===== src/rtl/output_port_arbiter_pkg.sv =====
// output_port_arbiter_pkg: router-wide flit types, VC sizing and port indices.
package output_port_arbiter_pkg;
    typedef enum logic [1:0] {
        HEAD      = 2'd0,
        BODY      = 2'd1,
        TAIL      = 2'd2,
        HEAD_TAIL = 2'd3
    } flit_type_e;
    localparam int NumVirtChn = 3;
    localparam int VcWidth    = 2;
    localparam int NumInputs  = 4;
    localparam logic [2:0] PortNorth = 3'd0;
    localparam logic [2:0] PortSouth = 3'd1;
    localparam logic [2:0] PortWest  = 3'd2;
    localparam logic [2:0] PortEast  = 3'd3;
    localparam logic [2:0] PortLocal = 3'd4;
endpackage


===== src/rtl/output_port_arbiter_rr_arbiter.sv =====
// rr_arbiter: N-way round-robin, searches upward from ptr_i and wraps to 0.
module rr_arbiter #(
    parameter int N  = 4,
    parameter int PW = $clog2(N)
) (
    input  logic [N-1:0]  req_i,
    input  logic [PW-1:0] ptr_i,
    output logic [N-1:0]  gnt_o
);
    logic [PW:0]   sum;
    logic [PW-1:0] idx;
    logic          found;
    always_comb begin
        gnt_o = '0;
        found = 1'b0;
        sum   = '0;
        idx   = '0;
        for (int k = 0; k < N; k++) begin
            sum = {1'b0, ptr_i} + (PW+1)'(k);
            idx = sum >= (PW+1)'(N) ? PW'(sum - (PW+1)'(N)) : PW'(sum);
            if (!found && req_i[idx]) begin
                gnt_o[idx] = 1'b1;
                found      = 1'b1;
            end
        end
    end
endmodule


===== src/rtl/output_port_arbiter.sv =====
// output_port_arbiter: wormhole arbiter for one router output port.
// Each VC is locked to one input from head to tail; higher VC index wins.
module output_port_arbiter
    import output_port_arbiter_pkg::*;
#(
    parameter int N_INPUTS = NumInputs,
    parameter int NUM_VC   = NumVirtChn,
    parameter int VC_W     = VcWidth
) (
    input  logic                     clk,
    input  logic                     arst,
    input  logic [N_INPUTS-1:0]      req_valid_i,
    input  logic [N_INPUTS*VC_W-1:0] req_vc_i,
    input  logic [N_INPUTS*2-1:0]    req_type_i,
    output logic [N_INPUTS-1:0]      req_ready_o,
    input  logic [NUM_VC-1:0]        ds_ready_i,
    output logic                     out_valid_o,
    output logic [VC_W-1:0]          out_vc_o,
    output logic [N_INPUTS-1:0]      out_sel_o,
    output logic                     proto_err_o
);
    localparam int PW = $clog2(N_INPUTS);

    logic [NUM_VC-1:0]                lock_q, lock_d;
    logic [NUM_VC-1:0][PW-1:0]        owner_q, owner_d, ptr_q, ptr_d;
    logic                             err_q, err_d;
    logic [NUM_VC-1:0][N_INPUTS-1:0]  elig, vc_gnt;
    logic [N_INPUTS-1:0]              grant;
    logic [VC_W-1:0]                  sel_vc;
    logic [PW-1:0]                    gnt_idx, nxt_ptr;
    flit_type_e                       gnt_type, typ;

    // A locked VC only admits its owner, whatever flit type the owner sends.
    always_comb begin
        elig  = '0;
        err_d = 1'b0;
        typ   = HEAD;
        for (int v = 0; v < NUM_VC; v++) begin
            for (int i = 0; i < N_INPUTS; i++) begin
                typ = flit_type_e'(req_type_i[i*2 +: 2]);
                if (req_valid_i[i] && req_vc_i[i*VC_W +: VC_W] == VC_W'(v)) begin
                    if (lock_q[v])
                        elig[v][i] = ds_ready_i[v] && owner_q[v] == PW'(i);
                    else if (typ == HEAD || typ == HEAD_TAIL)
                        elig[v][i] = ds_ready_i[v];
                    else
                        err_d = 1'b1;
                end
            end
        end
    end

    for (genvar v = 0; v < NUM_VC; v++) begin : g_arb
        rr_arbiter #(.N(N_INPUTS)) u_arb (
            .req_i (elig[v]),
            .ptr_i (ptr_q[v]),
            .gnt_o (vc_gnt[v])
        );
    end

    always_comb begin
        sel_vc   = '0;
        grant    = '0;
        gnt_idx  = '0;
        gnt_type = HEAD;
        for (int v = 0; v < NUM_VC; v++) begin
            if (|elig[v]) begin
                sel_vc = VC_W'(v);
                grant  = vc_gnt[v];
            end
        end
        if (!arst)
            grant = '0;
        for (int i = 0; i < N_INPUTS; i++) begin
            if (grant[i]) begin
                gnt_idx  = PW'(i);
                gnt_type = flit_type_e'(req_type_i[i*2 +: 2]);
            end
        end
    end

    assign req_ready_o = grant;
    assign out_sel_o   = grant;
    assign out_valid_o = |grant;
    assign out_vc_o    = out_valid_o ? sel_vc : '0;
    assign proto_err_o = err_q;

    always_comb begin
        lock_d  = lock_q;
        owner_d = owner_q;
        ptr_d   = ptr_q;
        nxt_ptr = gnt_idx == PW'(N_INPUTS-1) ? '0 : gnt_idx + 1'b1;
        if (out_valid_o) begin
            if (lock_q[sel_vc]) begin
                if (gnt_type == TAIL || gnt_type == HEAD_TAIL) begin
                    lock_d[sel_vc] = 1'b0;
                    ptr_d[sel_vc]  = nxt_ptr;
                end
            end else if (gnt_type == HEAD) begin
                lock_d[sel_vc]  = 1'b1;
                owner_d[sel_vc] = gnt_idx;
            end else begin
                ptr_d[sel_vc] = nxt_ptr;
            end
        end
    end

    always_ff @(posedge clk or negedge arst) begin
        if (!arst) begin
            lock_q  <= '0;
            owner_q <= '0;
            ptr_q   <= '0;
            err_q   <= 1'b0;
        end else begin
            lock_q  <= lock_d;
            owner_q <= owner_d;
            ptr_q   <= ptr_d;
            err_q   <= err_d;
        end
    end
endmodule


===== config.mk =====
export PLATFORM = sky130hd
export DESIGN_NAME = output_port_arbiter
export DESIGN_NICKNAME = d
export VERILOG_FILES = /design/src/rtl/output_port_arbiter_pkg.sv /design/src/rtl/output_port_arbiter_rr_arbiter.sv /design/src/rtl/output_port_arbiter.sv
export SDC_FILE = /design/constraint.sdc
export NUM_CORES = 1
export LEC_CHECK = 0
export ABC_CLOCK_PERIOD_IN_PS = 5000
export BUFFER_PORTS_ARGS = -buffer_cell sky130_fd_sc_hd__buf_4
export CORE_MARGIN = 3
export CORE_UTILIZATION = 30
export CTS_CLUSTER_DIAMETER = 150
export DETAILED_ROUTE_END_ITERATION = 10
export GPL_ROUTABILITY_DRIVEN = 1
export PLACE_DENSITY = 0.54
export SYNTH_ARGS = -nofsm -noshare
export SYNTH_HDL_FRONTEND = slang
export SYNTH_HIERARCHICAL = 1
export SYNTH_SLANG_ARGS = --single-unit

===== constraint.sdc =====
create_clock -name clk -period 5 [get_ports clk]
set_input_delay 0.5 -clock clk [delete_from_list [all_inputs] [get_ports clk]]
set_output_delay 0.5 -clock clk [all_outputs]
set_load 0.01 [all_outputs]

== Yosys cells after proc, flatten, opt, wreduce, memory -nomap -nowiden ==
Index checks and enable logic that the tools add are counted.
Word-level totals
  output and inout bits: 12
  bits in writable memories: 0
  word-level logic and storage cells: 369
  latch bits: 0
  register bits: 16
  memories kept: 0
  bits of input ports: 25
  bits in read-only memories: 0
Cells by class
  reductions and logical operators: 80
  bitwise operators: 13
  div/mod/pow operators: 0
  order comparisons: 38
  mux-type cells: 182
  multipliers: 0
  eq/ne operators: 26
  add/sub/neg operators: 22
  shift-type cells: 0
Operators with widths (number)
  $mux W1: 109
  $mux W4: 16
  $logic_and A1 B1 Y1: 46
  $mux W2: 22
  $lt A2 B3 Y1 const B: 13
  $or A4 B4 Y4: 9
  $eq A2 B2 Y1 const B: 17
  $ge A3 B3 Y1 const B: 9
  $bmux W1 S2: 13
  $demux W1 S2: 13
  $ge A2 B1 Y1 const B: 13
  $logic_not A2 Y1: 12
  $sub A2 B1 Y2 const B: 12
  $add A2 B2 Y3 const B: 6
  $mux W6: 3
  $reduce_or A4 Y1: 4
  $eq A2 B1 Y1 const B: 7
  $bwmux W6: 2
  $add A2 B1 Y3 const B: 3
  $ge A2 B3 Y1 const B: 3
  $logic_not A1 Y1: 9
  $mux W3: 3
  $reduce_and A3 Y1: 3
  $logic_or A1 B1 Y1: 5
  other kinds (9): 9

== Longest topological paths before layout ==
  depth in word-level cells: 38
  gate-level depth with buffers: 17
  gate-level depth less buffers: 15

== Modules after synthesis ==
The synthesis kept the hierarchy.
Modules (own cells, without submodules)
  output_port_arbiter: instances 1, cells an instance 177, area an instance 1615.3 µm², sequential area each 400.4 µm²
  rr_arbiter at g_arb[0].u_arb ...: instances 2, cells an instance 30, area an instance 302.8 µm², sequential area each 0.0 µm²
  rr_arbiter at g_arb[2].u_arb: instances 1, cells an instance 36, area an instance 337.8 µm², sequential area each 0.0 µm²

== Worst setup path before layout ==
No wires, ideal clock.
  path type: input port to flip-flop
  from: in req_type_i[7]
  to: reg owner_q[1] (netlist bit)
  required time: 4875 ps
  stages on the path: 15
  setup time: 125 ps
  buffers on the path: 1
  arrival time: 3902 ps
  setup slack: 973 ps
  cell sequence: xor2_1 -> o21ai_0 -> and4b_1 -> and2_1 -> mux4_2 -> buf_6 -> nor4b_4 -> nand2_1 -> o211ai_1 -> o21ai_0 -> nor2_1 -> nor4_4 -> nor4_1 -> nor3b_1 -> mux2_2
RTL lines
  start, declared: RTL line output_port_arbiter.sv:14  | input logic [N_INPUTS*2-1:0] req_type_i,
  end signal, assigned: RTL line output_port_arbiter.sv:116  | owner_q <= owner_d;
  end, declared: RTL line output_port_arbiter.sv:25  | logic [NUM_VC-1:0][PW-1:0] owner_q, owner_d, ptr_q, ptr_d;

==> impl_results.md <==
* Outcome: completed
* Ys async rst share at 1.000
* Critical path capture point: out_vc_o[1]
* N_diodes at 0
* Fin. max-slew vios at 0
* # fillers at 837
* RR Endpoint: ptr_q[5]
* Cell Area, Placed at 0.002945 mm²
* PD cells at 237.1 mW/mm²
* CP top delay family: simple AND/OR/NAND/NOR gates
* Worst path cell trace: or3b_2 > o21ai_1 > and4b_4 > and2_1 > mux4_2 > nor2_1 > nand2_1 > o211ai_1 > o21ai_0 > nor2_1 > nor4_4 > nor2_1 > buf_4
* Post-cts gate resize count at 0
* CTS tree: done
* Least-Margin Pin Slew at 0.7327 ns
* CORE AREA at 0.008258 mm²
* Maximum fanout along the worst path at 14
* P&R area growth vs syn at 17.26%
* Final HPWL DP at 5510 µm
* Critical path startpoint category: flop
* Hold crit path type: input port to asynchronous set/reset pin
* WS Path Type: flop to output port
* Die width at 98.35 µm
* Maximum root-to-sink buffer count at 2
* CTS Hold Bufs at 0
* CP Depth at 13
* Number of synthesized flops with an enable pin at 0
* Max-slew headroom at the worst pin at 0.5108
* Clock slew at reported path FFs at 0.07 ns
* Synthesized cell area at 0.002559 mm²
* Synth Warn # at 6
* # DRC at 0
* RSZ-0062 raised after global routing: false
* Post-route setup slack at 0.3718 ns
* Gr usage total at 0.1384
* Die Y at 98.35 µm
* Buf/Inv on CP at 1
* Max Clk Rate at 0.2161 GHz
* CP max-delay cell: dfrtp_1
* Final Setup Violations at 0
* Flops & latches, synth at 16
* Sink Count at 16
* Top_reg_cell synth: dfrtp_1
* Slowest Stage Delay on Critical Path at 0.58 ns
* Reg2reg setup slack at 0.61 ns
* 1st-pass router iterations at 4
* Via count at 2254
* Reg2reg path depth at 14
* WP data arrival at 4.13 ns
* Dpl cells at 411
* Leak at 1.296 nW
* Netlist cell types at 62
* Skew-Pair Late Insertion Delay at 0.25 ns
* Fraction of layout cells with a size suffix above 1 at 0.2903
* Wirelength, routed at 6709 µm
* Initial antenna violation count at 0
* Grt ovf at 0
* Avg WL per Cell at 16.17 µm
* Final Cycle Share at 0.9256
* Mapped Cells at 273
* Pin count of the biggest net entering global routing at 21
* Setup Buffers After CTS at 0
* # rows at 33
* Die area at 0.009673 mm²
* Final net count at 354
* H-tree depth at 1
* Synthesized area per cell at 9.373 µm²
* CP most frequent cell: nor2_1
* Routability Congestion at 0.8264
* Max rail drop VDD at 115.5 µV
* Seq/Total Area, Yosys at 0.1565
* Setup_tns at 0 ns
* Worst endpoint required time at 4.50 ns
* Boundary Pins at 37
* Global-route wire length before repair at 11150 µm
* I/O Buffers at 36
* Vias in the first global route at 2234
* Finished Cell Area at 0.003000 mm²
* Final ANT Viol Nets at 0
* Fin Clk Skew at 0.002772 ns
* Initial core utilization at 0.3098
* Num CTS Buffers at 3
* Final Core Density at 0.3633
* Fin. Hold Viols at 0
* Minimum clock period at 4.628 ns
* Non-Filler Instances at 415
* Crit end category: output port
* Via/cell ratio at 5.431
* Post-Syn Nets at 316
* Max Cap Viol at 0
* Clock Tree Root: clkbuf_8
* Pre-CTS setup slack at 0.3953 ns
* 1st-iter DRT viols at 137
==> where the power goes <==
group / switching (mW) / internal [mW]
Combinational: 0.186 / 0.181
Sequential: 0.0662 / 0.164
Clock: 0.0457 / 0.0698
==> cell families (layout without fill, tap and decap cells) <==
family                     after synthesis  in the layout  share of synthesized area
and+or+nand+nor                        105            105                     0.2714
muxes                                   28             28                     0.1824
xor gates and xnor gates                 4              4                    0.01663
AOI/OAI and AO/OA                       71             71                     0.2293
buffers and inverters                   31             68                    0.05574
DFF                                     16             16                     0.1565
adders and majority gates               18             18                    0.08802
==> layout make-up <==
| class | instances | area, µm² | area share |
|---|---|---|---|
| Tap cell | 105 | 131.4 | 0.04379 |
| Clock buffer | 4 | 55.05 | 0.01835 |
| Sequential cell | 16 | 400.4 | 0.1334 |
| Timing Repair Buffer | 42 | 315.3 | 0.1051 |
| Multi-Input combinational cell | 226 | 2016 | 0.6718 |
| Inverter | 22 | 82.58 | 0.02752 |
==> cells in the mapped netlist, drive strengths merged (6+ instances only) <==
cell / count / area, µm²
ha: 18 / 225.2
dfrtp: 16 / 400.4
and2: 9 / 56.30
o21ai: 17 / 85.08
inv: 22 / 82.58
nor2: 11 / 43.80
nand3: 6 / 30.03
buf: 8 / 56.30
mux2: 11 / 131.4
o211ai: 7 / 52.55
nor3b: 11 / 92.58
mux4: 12 / 285.3
o22ai: 8 / 50.05
nand2: 30 / 115.1
a221o: 9 / 90.09
==> worst min path at each step <==
stage | from | end | slack (ns) | depth (start not counted)
6_report | arst | ptr_q[0] | 0.12 | 1
5_1_grt | arst | owner_q[4] | 0.13 | 1
4_1_cts | arst | ptr_q[1] | 0.12 | 1
3_5_place_dp | arst | ptr_q[0] | 0.39 | 1
3_3_place_gp | arst | ptr_q[0] | 0.39 | 1
2_1_floorplan | arst | asynchronous set/reset pin | 0.20 | 0
==> cells in the final DEF (no fill, tap or decap), drive strengths merged, types with 4 or more instances in the layout <==
cell type / n
buf: 42
nand2: 30
inv: 22
ha: 18
o21ai: 17
dfrtp: 16
mux4: 12
nor2: 11
nor3b: 11
mux2: 11
and2: 9
a221o: 9
o22ai: 8
o211ai: 7
nand3: 6
nand3b: 5
nor2b: 5
mux2i: 5
nor3: 5
a2bb2oi: 4
clkbuf: 4
a21oi: 4
a21o: 4
xor2: 4
and4b: 4
==> per-stage QoR <==
stage | hold slack, ns | power, mW
global route | 0.1306 | 0.7688
finish | 0.1193 | 0.7114
floorplan | 0.2044 | 0.4814
detailed placement | 0.3933 | 0.5971
CTS | 0.1229 | 0.7154
global placement | 0.3943 | 0.5994
==> layer usage <==
layer	vias up	routed length [µm]	share of wire	GRT usage
li1	1123	-	-	-
met1	1091	3228	0.48	0.1904
met2	38	3247	0.48	0.2397
met3	2	231	0.034	0.02500
met4	0	3	0.00045	0.005252
met5	-	0	0	0
No activity file was read; power rests on OpenSTA's default activity.
